--- config.mk ---
export PLATFORM = sky130hd
export DESIGN_NAME = seg_capture
export DESIGN_NICKNAME = d
export VERILOG_FILES = /design/src/rtl/seg_pkg.sv /design/src/rtl/seg_pattern_decode.sv /design/src/rtl/seg_capture.sv
export SDC_FILE = /design/constraint.sdc
export NUM_CORES = 1
export LEC_CHECK = 0
export ABC_AREA = 1
export CORE_MARGIN = 1.5
export CORE_UTILIZATION = 44
export DETAILED_ROUTE_END_ITERATION = 7
export GPL_TIMING_DRIVEN = 0
export PLACE_DENSITY = 0.77
export SLEW_MARGIN = 30
export SYNTH_ARGS = -nofsm -noshare
export SYNTH_HDL_FRONTEND = slang
export SYNTH_SLANG_ARGS = --single-unit
export TNS_END_PERCENT = 10
--- constraint.sdc ---
create_clock -name clk -period 2.6 [get_ports clk]
set_input_delay 0.78 -clock clk [delete_from_list [all_inputs] [get_ports clk]]
set_output_delay 0.78 -clock clk [all_outputs]
set_load 0.05 [all_outputs]
--- src/rtl/seg_pkg.sv ---
// seg_pkg: shared constants and types for the seven-segment capture monitor.
// Holds the active-low hex glyph table, the blank glyph and the FSM states.
package seg_pkg;

    localparam logic [6:0] SEG_BLANK = 7'h7F;

    // Active-low glyphs for hex digits 0..F, bit0=a ... bit6=g
    localparam logic [6:0] SEG_HEX [16] = '{
        7'h40, 7'h79, 7'h24, 7'h30,
        7'h19, 7'h12, 7'h02, 7'h78,
        7'h00, 7'h10, 7'h08, 7'h03,
        7'h46, 7'h21, 7'h06, 7'h0E
    };

    typedef enum logic [1:0] {
        IDLE = 2'd0,
        ONE  = 2'd1,
        BOTH = 2'd2
    } cap_state_t;

endpackage

--- src/rtl/seg_pattern_decode.sv ---
// seg_pattern_decode: maps an active-low seven-segment glyph back to hex.
// Ports: seg[6:0] in; hex[3:0], is_hex, is_blank out (purely combinational).
module seg_pattern_decode
    import seg_pkg::*;
(
    input  logic [6:0] seg,
    output logic [3:0] hex,
    output logic       is_hex,
    output logic       is_blank
);

    always_comb begin
        hex    = 4'h0;
        is_hex = 1'b0;
        for (int i = 0; i < 16; i++) begin
            if (seg == SEG_HEX[i]) begin
                hex    = 4'(i);
                is_hex = 1'b1;
            end
        end
    end

    assign is_blank = (seg == SEG_BLANK);

endmodule

--- src/rtl/seg_capture.sv ---
// seg_capture: recovers two hex digits from a multiplexed active-low
// segment/anode bus, with glyph settling, blank and error detection.
// Ports: clk, reset (sync, active-high), seg[6:0], an[1:0] in;
// digit0/digit1[3:0], blank[1:0], valid, upd, err, err_cnt[7:0] out.
// Build option: SEG_CAPTURE_ERRCNT_EN adds the saturating error counter;
// without it err_cnt is tied to zero.
module seg_capture
    import seg_pkg::*;
#(
    parameter  int STABLE_CYCLES = 4,
    localparam int CNT_W         = $clog2(STABLE_CYCLES + 1)
) (
    input  logic       clk,
    input  logic       reset,
    input  logic [6:0] seg,
    input  logic [1:0] an,
    output logic [3:0] digit0,
    output logic [3:0] digit1,
    output logic [1:0] blank,
    output logic       valid,
    output logic       upd,
    output logic       err,
    output logic [7:0] err_cnt
);

    localparam logic [CNT_W-1:0] C_SAT = CNT_W'(STABLE_CYCLES);
    localparam logic [CNT_W-1:0] C_ACC = CNT_W'(STABLE_CYCLES - 1);

    logic [8:0]       r_sample;
    logic [CNT_W-1:0] r_cnt;
    logic [3:0]       r_digit0;
    logic [3:0]       r_digit1;
    logic [1:0]       r_blank;
    logic [1:0]       r_seen;
    logic             r_upd;
    logic             r_err;
    cap_state_t       r_state;
    cap_state_t       w_state_next;

    logic [8:0] w_in;
    logic       w_same;
    logic       w_accept;
    logic [3:0] w_hex;
    logic       w_is_hex;
    logic       w_is_blank;
    logic       w_onehot;
    logic       w_idx;
    logic       w_do_hex;
    logic       w_do_blank;
    logic       w_do_err;
    logic [3:0] w_cur_digit;
    logic       w_cur_blank;
    logic       w_chg_hex;
    logic       w_chg_blank;

    assign w_in   = {an, seg};
    assign w_same = (w_in == r_sample);
    // Counter saturates at C_SAT, so this fires once per held glyph
    assign w_accept = w_same && (r_cnt == C_ACC);

    seg_pattern_decode u_dec (
        .seg      (seg),
        .hex      (w_hex),
        .is_hex   (w_is_hex),
        .is_blank (w_is_blank)
    );

    // an is active-low: 2'b10 drives digit0, 2'b01 drives digit1
    assign w_onehot = (an == 2'b10) || (an == 2'b01);
    assign w_idx    = an[0];

    assign w_do_hex   = w_accept && w_onehot && w_is_hex;
    assign w_do_blank = w_accept && w_onehot && w_is_blank;
    assign w_do_err   = w_accept &&
                        ((an == 2'b00) ||
                         (w_onehot && !w_is_hex && !w_is_blank));

    assign w_cur_digit = w_idx ? r_digit1 : r_digit0;
    assign w_cur_blank = r_blank[w_idx];

    assign w_chg_hex   = w_do_hex &&
                         ((w_cur_digit != w_hex) || w_cur_blank);
    assign w_chg_blank = w_do_blank && !w_cur_blank;

    always_ff @(posedge clk) begin
        if (reset) begin
            r_sample <= 9'h000;
            r_cnt    <= '0;
        end else begin
            r_sample <= w_in;
            if (!w_same) begin
                r_cnt <= '0;
            end else if (r_cnt != C_SAT) begin
                r_cnt <= r_cnt + 1'b1;
            end
        end
    end

    always_ff @(posedge clk) begin
        if (reset) begin
            r_digit0 <= 4'h0;
            r_digit1 <= 4'h0;
            r_blank  <= 2'b00;
            r_seen   <= 2'b00;
            r_upd    <= 1'b0;
            r_err    <= 1'b0;
        end else begin
            r_upd <= w_chg_hex || w_chg_blank;
            r_err <= w_do_err;
            if (w_do_hex) begin
                if (w_idx) begin
                    r_digit1 <= w_hex;
                end else begin
                    r_digit0 <= w_hex;
                end
                r_blank[w_idx] <= 1'b0;
                r_seen[w_idx]  <= 1'b1;
            end else if (w_do_blank) begin
                r_blank[w_idx] <= 1'b1;
            end
        end
    end

    always_ff @(posedge clk) begin
        if (reset) begin
            r_state <= IDLE;
        end else begin
            r_state <= w_state_next;
        end
    end

    always_comb begin
        w_state_next = r_state;
        unique case (r_state)
            IDLE: begin
                if (w_do_hex) begin
                    w_state_next = ONE;
                end
            end
            ONE: begin
                if (w_do_hex && !r_seen[w_idx]) begin
                    w_state_next = BOTH;
                end
            end
            BOTH: begin
                w_state_next = BOTH;
            end
            default: begin
                w_state_next = IDLE;
            end
        endcase
    end

`ifdef SEG_CAPTURE_ERRCNT_EN
    logic [7:0] r_err_cnt;

    always_ff @(posedge clk) begin
        if (reset) begin
            r_err_cnt <= 8'h00;
        end else if (w_do_err && (r_err_cnt != 8'hFF)) begin
            r_err_cnt <= r_err_cnt + 8'h01;
        end
    end

    assign err_cnt = r_err_cnt;
`else
    assign err_cnt = 8'h00;
`endif

    assign digit0 = r_digit0;
    assign digit1 = r_digit1;
    assign blank  = r_blank;
    assign valid  = (r_state == BOTH);
    assign upd    = r_upd;
    assign err    = r_err;

endmodule

# Word level (Yosys, flattened, before mapping)
# Cells that the tools add are included.
[classes]
eq_ne = 26
add_sub_neg = 1
bitwise = 6
n_mux = 43
order_cmp = 2
n_reduce_logical = 27
[op_table]
columns = ["operator", "count"]
rows = [
  ["$mux W4", 9],
  ["$eq A7 B7 Y1 const B", 5],
  ["$mux W1", 22],
  ["$eq A7 B5 Y1 const B", 3],
  ["$eq A7 B6 Y1 const B", 3],
  ["$eq A7 B2 Y1 const B", 2],
  ["$eq A7 B4 Y1 const B", 2],
  ["$mux W2", 6],
  ["$mux W3", 4],
  ["$logic_and A1 B1 Y1", 11],
  ["$eq A9 B9 Y1", 1],
  ["$eq A7 B3 Y1 const B", 1],
  ["$logic_not A7 Y1", 1],
  ["$pmux W2 S3", 1],
  ["$reduce_and A2 Y1", 3],
  ["$eq A2 B1 Y1 const B", 2],
  ["$eq A2 B2 Y1 const B", 2],
  ["$logic_not A1 Y1", 4],
  ["$logic_not A2 Y1", 2],
  ["$logic_or A1 B1 Y1", 4],
  ["$ne A2 B2 Y1 const B", 2],
  ["$ne A4 B4 Y1", 1],
  ["$or A2 B2 Y2", 2],
  ["$add A3 B1 Y3 const B", 1],
  ["other kinds (10)", 11],
]
[totals]
elab_cells = 114
inputBits = 11
ff_bits = 28
output_inout_bits = 21

# Longest topological paths before layout
# Gate-level depths: netlist of run 1.
[logic_depth]
ltp_word = 22
ltp_mapped = 15
ltp_nobuf = 15

# Hierarchy
# Synthesis of run 1 repeated with hierarchy kept, for this count alone.
[hier_totals]
hier_cells = 275
hier_area_um2 = 1880.6
[by_module_without_submodules]
columns = ["mod", "seq_area_each_um2", "area_each_um2", "cells_each", "instances"]
rows = [
  ["seg_capture", 560.5, 1549.0, 210, 1],
  ["seg_pattern_decode", 0.0, 331.6, 65, 1],
]

# Least setup slack after synthesis of run 1
# No wires, ideal clock.
[synth_timing]
path_type = "input to register"
from = "input port seg[2]"
to = "register r_digit1[2], in the netlist digit1[2]"
stages = 12
path_slack_ps = 652
n_path_buf = 0
arrival_ps = 1830
cell_sequence = "inv_2 or2_1 nand3_1 nor2_1 and2_1 nand2_1 nor2_2 nand2_4 inv_6 nand2_8 o21ai_1 a21oi_1"
[synth_via]
elab_chain_cells = 19
elab_cells_between_ends = 49
cone_classes = "16 x eq/ne; 28 x mux; 5 x reduce/logical"
[synth_lines]
columns = ["element", "line_no", "text"]
rows = [
  ["start: declaration", "seg_capture.sv:15", "input logic [6:0] seg,"],
  ["$eq A7 B7 Y1", "seg_pattern_decode.sv:16", "if (seg == SEG_HEX[i]) begin"],
  ["$mux W1 (16 in a row)", "seg_pattern_decode.sv:16", ""],
  ["$logic_and A1 B1 Y1", "seg_capture.sv:72", "assign w_do_hex = w_accept && w_onehot && w_is_hex;"],
  ["$reduce_and A2 Y1 (no source line)", "-", ""],
  ["end signal: assignment", "seg_capture.sv:112", "r_digit1 <= w_hex;"],
  ["end: declaration", "seg_capture.sv:32", "logic [3:0] r_digit1;"],
]
# Parallel ways exist; a longest one is shown, timed or not.
# A chain may end at the register's enable or synchronous reset.

# Worst setup path after layout of run 1
[layout_timing]
from = "input port seg[4]"
to = "register r_digit0[1], in the netlist digit0[1]"
[layout_via]
elab_chain_cells = 19
elab_cells_between_ends = 51
cone_classes = "16 x eq/ne; 30 x mux; 5 x reduce/logical"
[layout_lines]
columns = ["element", "line_no", "text"]
rows = [
  ["$eq A7 B7 Y1", "seg_pattern_decode.sv:16", ""],
  ["$mux W1 (16 in a row)", "seg_pattern_decode.sv:16", ""],
  ["$logic_and A1 B1 Y1", "seg_capture.sv:72", ""],
  ["$reduce_and A2 Y1 (no source line)", "-", ""],
  ["end signal: assignment", "seg_capture.sv:114", "r_digit0 <= w_hex;"],
  ["end: declaration", "seg_capture.sv:31", "logic [3:0] r_digit0;"],
]
# Parallel ways exist; a longest one is shown, timed or not.

==> results of run 1 <==
==> cell usage in the layout (no fill, tap or decap), types with 2 or more instances in the layout <==
cell,count
nand3_1,20
inv_2,8
xnor2_1,6
nand2_2,7
or2_2,2
nor3_1,2
clkbuf_8,3
or2_1,3
nor2_2,6
o21a_1,3
conb_1,8
nor2_1,32
o21ai_0,4
and2_1,2
nor2_4,3
clkdlybuf4s50_1,22
a21oi_1,12
nor3_2,2
nand2_1,50
nand2_4,5
o21ai_1,4
buf_4,8
nand4_1,6
clkbuf_1,2
dfxtp_1,28
buf_2,2
inv_1,24
ha_1,8
==> area by class of cell <==
type | count | area, µm² | share of cell area [%]
multi-input cells | 190 | 1050 | 48.2
flip-flops and latches | 28 | 561 | 25.7
repair buffers | 22 | 220 | 10.1
inverters | 34 | 135 | 6.21
plain buffers | 12 | 77.6 | 3.56
well taps | 50 | 62.6 | 2.87
clock buffers | 3 | 41.3 | 1.90
clock inverters | 1 | 30.0 | 1.38
==> layer usage <==
layer	wire length, µm	up-vias	global-route usage, %	part of all wire, %
met5	0	-	0	0
li1	-	852	-	-
met3	130	5	2.20	3.7
met4	71	0	8.42	2.0
met2	1690	29	30.1	48
met1	1630	715	19.4	46
==> worst max path at each step <==
stage	from	cells past startpoint	slack, ns	end
after floorplan	seg[2]	12	0.65	digit1[2]$_SDFFE_PP0P_
after detailed placement	seg[4]	13	-0.16	digit0[3]$_SDFFE_PP0P_
after global routing	seg[4]	8	-0.01	upd$_SDFF_PP0_
final	seg[4]	13	0.12	digit0[1]$_SDFFE_PP0P_
after global placement	seg[4]	13	-0.14	digit0[3]$_SDFFE_PP0P_
after CTS	r_state[0]$_SDFFE_PP0P_	3	0.13	valid
==> flip-flops by register name, indices dropped and copies added (netlist names), named ones only <==
signal / count
r_sample: 9
r_state: 2
digit0: 4
upd: 1
err: 1
digit1: 4
r_seen: 2
r_cnt: 3
==> metrics by stage <==
stage               utilization [%]  setup slack [ns]  setup TNS [ns]
finish                         54.8             0.118               0
global route                   54.8           -0.0118         -0.0118
CTS                            54.8             0.129               0
detailed placement             53.0            -0.157           -1.88
global placement               53.0            -0.141           -1.59
floorplan                         -             0.652               0
==> tightest hold or removal path: stages, from the launching register on <==
cell	delay, ns
dfxtp_1	0.31
inv_1	0.06
a21oi_1	0.06
==> cells by family after synthesis <==
| group | share of synthesized area (%) |
|---|---|
| simple gates | 40.4 |
| buf+inv | 11.8 |
| flops | 31.2 |
| compound gates | 6.82 |
| fa+ha+maj | 5.57 |
| xor+xnor | 3.41 |
| other cells | 0.209 |
| mux | 0.557 |
==> power groups by stage <==
| stage | Clock [W] | Combinational [W] | Sequential (W) |
|---|---|---|---|
| global route | 0.000375 | 0.000161 | 0.000440 |
| floorplan | 0 | 0.000111 | 0.000449 |
| global placement | 0 | 0.000145 | 0.000449 |
| detailed placement | 0 | 0.000147 | 0.000449 |
| CTS | 0.000360 | 0.000148 | 0.000439 |
| finish | 0.000348 | 0.000147 | 0.000439 |
==> flow_summary.ini, run 1 <==
[critical_path]
slowest_delay_ns = 0.60
critPathBufInv = 2
crit_path_end_kind = flop
crit_family = simple AND/OR/NAND/NOR gates
r2r_cells = 12
reg2reg_slack_ns = 0.92
cp.arrival_ns = 2.72
critPathSlowestCell = clkdlybuf4s50_1
crit_chain = clkdlybuf4s50_1, xnor2_1, nand3_1, nor2_1, and2_1, nand2_1, nor2_2, nand2_4, inv_6, nand2_4, nor2_4, nand2_1, nand2_1
critical_path_class = in -> reg
worstPathRequired_ns = 2.84
crit_top_cell = nand2_1
worstSetupStartpointType = input pin
reg2reg_from = r_sample[4]$_SDFF_PP0_
reg2reg_to = digit0[1]$_SDFFE_PP0P_
crit_fanout = 7

[placed_design]
placedInstanceArea_mm2 = 0.00211
gp_congestion = 0.867
placed_cells = 336
io_buffers = 22
hpwl_mm = 2.86

[drt]
wire_per_inst_um = 10.4
ant_nets = 0
drt-pass1-iter-count = 4
dr_total_vias = 1601
drt_iter0_drc = 61
wl_mm = 3.52
route.detailed.drc = 0
viasPerCell = 4.71

[power]
p_int_w = 0.000695
p_leak_nw = 1.03
powerDensity_mw_per_mm2 = 429
clkPwrFrac_pct = 37.3
combinationalPowerShare_pct = 15.7
ir_drop_mv = 0.310
pwr-share-seq_pct = 47.0
swShare_pct = 25.5
post-layout-total-power_w = 0.000934
p_sw_w = 0.000238

[status]
outcome = finished clean

[synthesis]
ys_ff_latch = 28
syn_avg_cell_area_um2 = 6.99
synth.cell_area_mm2 = 0.00180
yosysSeqAreaShare_pct = 31.2
netlist_instances = 257
synth_top_area_cell = dfxtp_1
synth.distinct_cells = 33
ys_warn_count = 0
async_flop_share_pct = 0
netlist.area_leader.share_pct = 31.2
synthTopCellsByArea = dfxtp_1, nand2_1, nor2_1
synth_ff_type = dfxtp_1
synth_most_common_cell = nand2_1
synth-edff-count = 0
synthTopCellsByCount = nand2_1, nor2_1, dfxtp_1

[timing]
finalClockSkew_ns = 0.00341
worst_slew_pin_slew_ns = 0.498
setup_violations = 0
period_needed_ns = 2.48
fmax_ghz = 0.403
fin_crit_sh_pct = 95.5
timing.hold.ws_ns = 0.467
max-slew-margin-rel_pct = 66.7
rsz0062_at_grt = yes
hold_viol = 0
slew_viol_final = 0

[floorplan]
initial_core_util_pct = 45.2
die_x_um = 66.9
die_height_um = 66.9
die_area_mm2 = 0.00448
std_cell_rows = 23
ioPinCount = 32
core_mm2 = 0.00397

[cts]
clock-sinks = 28
cts_buffers = 3
post_cts_buffers = 0
htree_num_levels = 1
cts_hold_buf = 0
clock_tree.buffer_depth = 2
clock_latency_ns = 0.28
cts-root-buf = clkbuf_8
cts_tree = yes
cts.repair.resized = 0
path_clk_slew_ns = 0.10

[finish]
fin_area_mm2 = 0.00218
diodes = 0
fillCellCount = 400
drive_gt1_share_pct = 17.2
area_growth_syn_to_layout_pct = 21.2
final_cells = 340
final_nets = 310

[run]
maxCapViolCount = 0

[hold_path]
hold_start = r_seen[0]$_SDFFE_PP0N_
min_to = r_seen[0]$_SDFFE_PP0N_
hold_path_depth = 2
hp-class = reg -> reg

[global_route]
grt_max_degree = 17
track_usage_pct = 16.8
grt_pass1_vias = 1476
antenna_found_initial = 0
grt.overflow.total = 0
grt_pass1_wl_mm = 5.78
(Power assumes the default switching activity.)
==> inputs of run 2 (changes only) <==
GPL_TIMING_DRIVEN = not set   (was 0)
clock period = 2.3 ns   (was 2.6 ns; I/O delays follow)
==> run 2 against run 1 <==
Net effect: combinational power increased by 26%; design area grew 7.1%; non-clock buffer count grew 16; register-to-register slack got worse by 0.25 ns; clock power increased by 16%; critical path depth shrank 12; total power increased by 16%; largest power group unchanged.
==> flow_summary.ini, run 2 (synthesis results as in run 1) <==
[status]
outcome = finished clean

[finish]
final_common_cell = nand2_1
fillCellCount = 352
diodes = 0
final-seq-area_um2 = 561
largest_reg_flops = 9
multi_input_area_mm2 = 0.00106
largest_register = r_sample
final_cell_mix = nand2_1, nor2_1, dfxtp_1, buf_4, inv_1
area_growth_syn_to_layout_pct = 29.8
fin_util_pct = 58.7
drive_gt1_share_pct = 22.9
final_nets = 326

[critical_path]
crit_chain = clkdlybuf4s50_1
worstSetupStartpointType = flop
critPathSlowestCell = clkdlybuf4s50_1
critPathBufInv = 1
r2r_cells = 12
critical_path_class = reg -> out
worstPathRequired_ns = 1.61
slowest_delay_ns = 0.82
crit_family = buffers and inverters
cp.arrival_ns = 1.49
crit_fanout = 3
reg2reg_to = digit0[3]$_SDFFE_PP0P_
reg2reg_slack_ns = 0.67
reg2reg_from = r_sample[4]$_SDFF_PP0_
crit_path_end_kind = output pin

[timing]
rsz0062_at_grt = no
finalSetupTns_ns = 0
timing.hold.ws_ns = 0.484
hold_viol = 0
fin_crit_sh_pct = 94.9
slew_viol_final = 0
fmax_ghz = 0.458
worst_slew_pin_slew_ns = 0.503
setup_violations = 0
period_needed_ns = 2.18
max-slew-margin-rel_pct = 66.3
finalClockSkew_ns = 0.00573

[cts]
clock-sinks = 28
cts-root-buf = clkbuf_8
clock_tree.buffer_depth = 2
cts_buffers = 3
clock_latency_ns = 0.28
post_cts_buffers = 0
path_clk_slew_ns = 0.10
cts_tree = yes
cts_hold_buf = 0
htree_num_levels = 1

[hold_path]
hold_start = digit1[2]$_SDFFE_PP0P_
hp-class = reg -> reg
hold_path_depth = 2
min_to = digit1[2]$_SDFFE_PP0P_

[global_route]
grt_pass1_vias = 1571
track_usage_pct = 19.1
grt_max_degree = 17
grt_pass1_wl_mm = 6.60
grt.overflow.total = 0
antenna_found_initial = 0

[floorplan]
initial_core_util_pct = 45.2
die_height_um = 66.9
die_x_um = 66.9
ioPinCount = 32
die_area_mm2 = 0.00448
std_cell_rows = 23
core_mm2 = 0.00397

[placed_design]
hpwl_mm = 3.02
gp_congestion = 0.902
io_buffers = 23

[power]
ir_drop_mv = 0.207
post-layout-total-power_w = 0.00108
p_leak_nw = 1.18
powerDensity_mw_per_mm2 = 464

[drt]
drt-pass1-iter-count = 4
ant_nets = 0
wl_mm = 3.89
dr_total_vias = 1663
wire_per_inst_um = 10.9
route.detailed.drc = 0
drt_iter0_drc = 68
viasPerCell = 4.67

[run]
maxCapViolCount = 0
[run 2: layout make-up]
| cell class | count | area share, % |
|---|---|---|
| inverters | 34 | 5.79 |
| well taps | 50 | 2.68 |
| multi-input cells | 190 | 45.4 |
| repair buffers | 50 | 19.0 |
| clock buffers | 3 | 1.77 |
| clock inverters | 1 | 1.29 |
| flip-flops and latches | 28 | 24.0 |
[run 2: per-stage QoR]
step	area (µm²)	setup slack [ns]	instances
after global routing	2330	0.0315	356
after floorplan	1820	0.442	264
final	2330	0.117	356
after global placement	2240	-0.253	352
after detailed placement	2240	-0.313	352
after CTS	2310	0.0215	356
[run 2: repair_timing]
item | in CTS | in global routing
pin swaps | 0 | 1
endpoints found under the setup margin | 7 | 16
resized for setup | 3 | 9
[run 2: how the worst max path moves through the flow]
stage	startpoint	to	slack, ns	cells past startpoint
3_3_place_gp	seg[4]	upd$_SDFF_PP0_	-0.25	9
4_1_cts	seg[6]	digit0[3]$_SDFFE_PP0P_	0.02	13
2_1_floorplan	seg[2]	digit1[2]$_SDFFE_PP0P_	0.44	12
6_report	digit0[3]$_SDFFE_PP0P_	digit0[3]	0.12	1
3_5_place_dp	seg[4]	digit0[3]$_SDFFE_PP0P_	-0.31	13
5_1_grt	an[1]	digit0[3]$_SDFFE_PP0P_	0.03	13
[run 2: layer usage]
metal,GRT usage [%],share of wire [%]
met1,24.6,48
met2,32.5,47
met3,2.70,3.9
met4,6.12,1.6
met5,0,0
[run 2: power breakdown]
group | total, W | switching, W | internal [W]
sequential | 0.000497 | 0.00000358 | 0.000493
combinational | 0.000185 | 0.000113 | 0.0000712
clock | 0.000402 | 0.000169 | 0.000233
total | 0.00108 | 0.000286 | 0.000798
==> inputs of run 3 (changes only) <==
PLACE_DENSITY = 0.68   (was 0.77)
SETUP_SLACK_MARGIN = 0.1   (was not set)
SYNTH_HIERARCHICAL = 1   (was not set)
==> run 3 against run 2 <==
Net effect: first-iteration DRC count shrank 5.9%; register-to-register slack gained 0.09 ns; worst hold slack lost 0.022 ns; synthesized area grew 4.7%; largest power group unchanged; via count grew 6.1%; design area grew 7.0%.
==> flow_summary.ini, run 3 <==
[status]
outcome = finished clean

[power]
post-layout-total-power_w = 0.00130
ir_drop_mv = 0.290
powerDensity_mw_per_mm2 = 523
p_leak_nw = 1.24

[timing]
worst_slew_pin_slew_ns = 0.503
fin_crit_sh_pct = 94.1
hold_viol = 0
worst_slack_ns = 0.136
period_needed_ns = 2.16
finalClockSkew_ns = 0.00766
slew_viol_final = 0
max-slew-margin-rel_pct = 66.4
finalSetupTns_ns = 0
setup_violations = 0
rsz0062_at_grt = yes
fmax_ghz = 0.462

[cts]
path_clk_slew_ns = 0.10
cts-root-buf = clkbuf_8
htree_num_levels = 1
clock_latency_ns = 0.28
cts_buffers = 3
clock_tree.buffer_depth = 2
clock-sinks = 28
cts_tree = yes

[placed_design]
hpwl_mm = 3.02
placedInstanceArea_mm2 = 0.00234
io_buffers = 23
placed_cells = 374
gp_congestion = 0.898
dp_slack_ns = -0.479

[drt]
met1_length_mm = 1.84
wl_met3_um = 80
viasPerCell = 4.62
drt-pass1-iter-count = 4
met2_length_mm = 1.97
dr_total_vias = 1765
route.detailed.drc = 0
ant_nets = 0
wire_per_inst_um = 10.3
drt_iter0_drc = 64
highest_layer = met4
wl_mm = 3.95

[hold_path]
hp-class = reg -> reg

[synthesis]
synth_ff_type = dfxtp_1
synthXorXnorAreaFrac_pct = 5.59
synth_most_common_cell = nand2_1
synthMuxAreaShare_pct = 0
synth_top_family_by_area = simple AND/OR/NAND/NOR gates
async_flop_share_pct = 0
synth_top_area_cell = dfxtp_1
synth-adder-area-share_pct = 5.32
ys_ff_latch = 28
ys_warn_count = 6
synth-simple-area-share_pct = 38.8
yosysSeqAreaShare_pct = 29.8
syn_avg_cell_area_um2 = 6.84
synth_compound_area_share_pct = 5.85
synthTopCellsByCount = nand2_1, nor2_1, inv_1
synthTopCellsByArea = dfxtp_1, nand2_1, nor2_1
netlist_instances = 275
synth.cell_area_mm2 = 0.00188
synth.distinct_cells = 35
synth-edff-count = 0
netlist.area_leader.share_pct = 29.8

[global_route]
grt.overflow.total = 0
grt_pass1_wl_mm = 6.57
grt_pass1_vias = 1639
antenna_found_initial = 0
grt_max_degree = 17
track_usage_pct = 18.7

[critical_path]
worstSetupStartpointType = flop
crit_fanout = 3
cp.arrival_ns = 1.47
critPathBufInv = 1
critPathSlowestCell = clkdlybuf4s50_1
worstPathRequired_ns = 1.61
slowest_delay_ns = 0.81
crit_chain = clkdlybuf4s50_1
crit_family = buffers and inverters
critical_path_class = reg -> out
crit_path_end_kind = output pin

[floorplan]
ioPinCount = 32
std_cell_rows = 23
die_x_um = 68.4
initial_core_util_pct = 46.3
die_area_mm2 = 0.00468
die_height_um = 68.4
core_mm2 = 0.00406

[finish]
largest_register = r_sample
final_cell_mix = nand2_1, inv_1, nor2_1
final_common_cell = nand2_1
fin_area_mm2 = 0.00250
final_nets = 352
area_growth_syn_to_layout_pct = 32.7
diodes = 0
fillCellCount = 358
final_cells = 382
largest_reg_flops = 9
drive_gt1_share_pct = 26.2

[run]
maxCapViolCount = 0
-- run 3: cell types whose count changed in the layout (fill, tap and decap cells not counted), moves of 6 or more --
cell,before,now
dlymetal6s2s_1,6,0
nand3_1,20,14
nand2_1,50,56
inv_1,24,40
nor2_1,30,39
buf_4,28,35
-- run 3: final timing paths --
path / start / end / slack [ns] / cells after the start
setup / recovery: flop / blank[0] / 0.14 / 1
hold / removal: r_seen[1]$_SDFFE_PP0N_ / r_seen[1]$_SDFFE_PP0N_ / 0.46 / 2
setup reg to reg: r_cnt[1]$_SDFFE_PP0P_ / upd$_SDFF_PP0_ / 0.76 / 6
hold reg to reg: r_seen[1]$_SDFFE_PP0N_ / r_seen[1]$_SDFFE_PP0N_ / 0.46 / 2
-- run 3: through the flow --
stage | hold slack (ns) | utilization, %
after global placement | 0.437 | 57.7
after floorplan | 0.424 | -
after CTS | 0.462 | 61.4
final | 0.462 | 61.5
after detailed placement | 0.446 | 57.7
after global routing | 0.495 | 61.5
-- run 3: metal layers --
metal / global-route usage (%) / up-vias
met3: 2.96 / 6
li1: - / 946
met5: 0 / -
met2: 34.5 / 22
met1: 21.0 / 791
met4: 8.00 / 0
-- run 3: final cells by class --
type                    count  area [µm²]  share of cell area [%]
flip-flops and latches     28         561                    22.5
clock inverters             1        30.0                    1.20
well taps                  50        62.6                    2.51
repair buffers             58         477                    19.1
multi-input cells         193        1140                    45.7
inverters                  49         184                    7.37
clock buffers               3        41.3                    1.65
-- run 3: timing repair --
action | 4_1_cts | 5_1_grt
setup buffers | 4 | 0
hold buffers | 0 | 0
resized for setup | 22 | 13
setup endpoints to repair | 17 | 13
pin swaps | 5 | 3
-- run 3: kinds of logic after synthesis --
family,count (synthesis)
AO/OA/AOI/OAI,20
XOR/XNOR,9
other,1
flip-flops,28
adder cells (fa/ha/maj),8
AND/OR/NAND/NOR,148
buffers and inverters,61
-- run 3: power breakdown --
part	leakage, nW	internal, W	switching (W)	total, W
Clock	0.0357	0.000233	0.000162	0.000395
Combinational	0.976	0.000146	0.000234	0.000380
Sequential	0.228	0.000510	0.0000203	0.000530
Total	1.24	0.000889	0.000416	0.00130
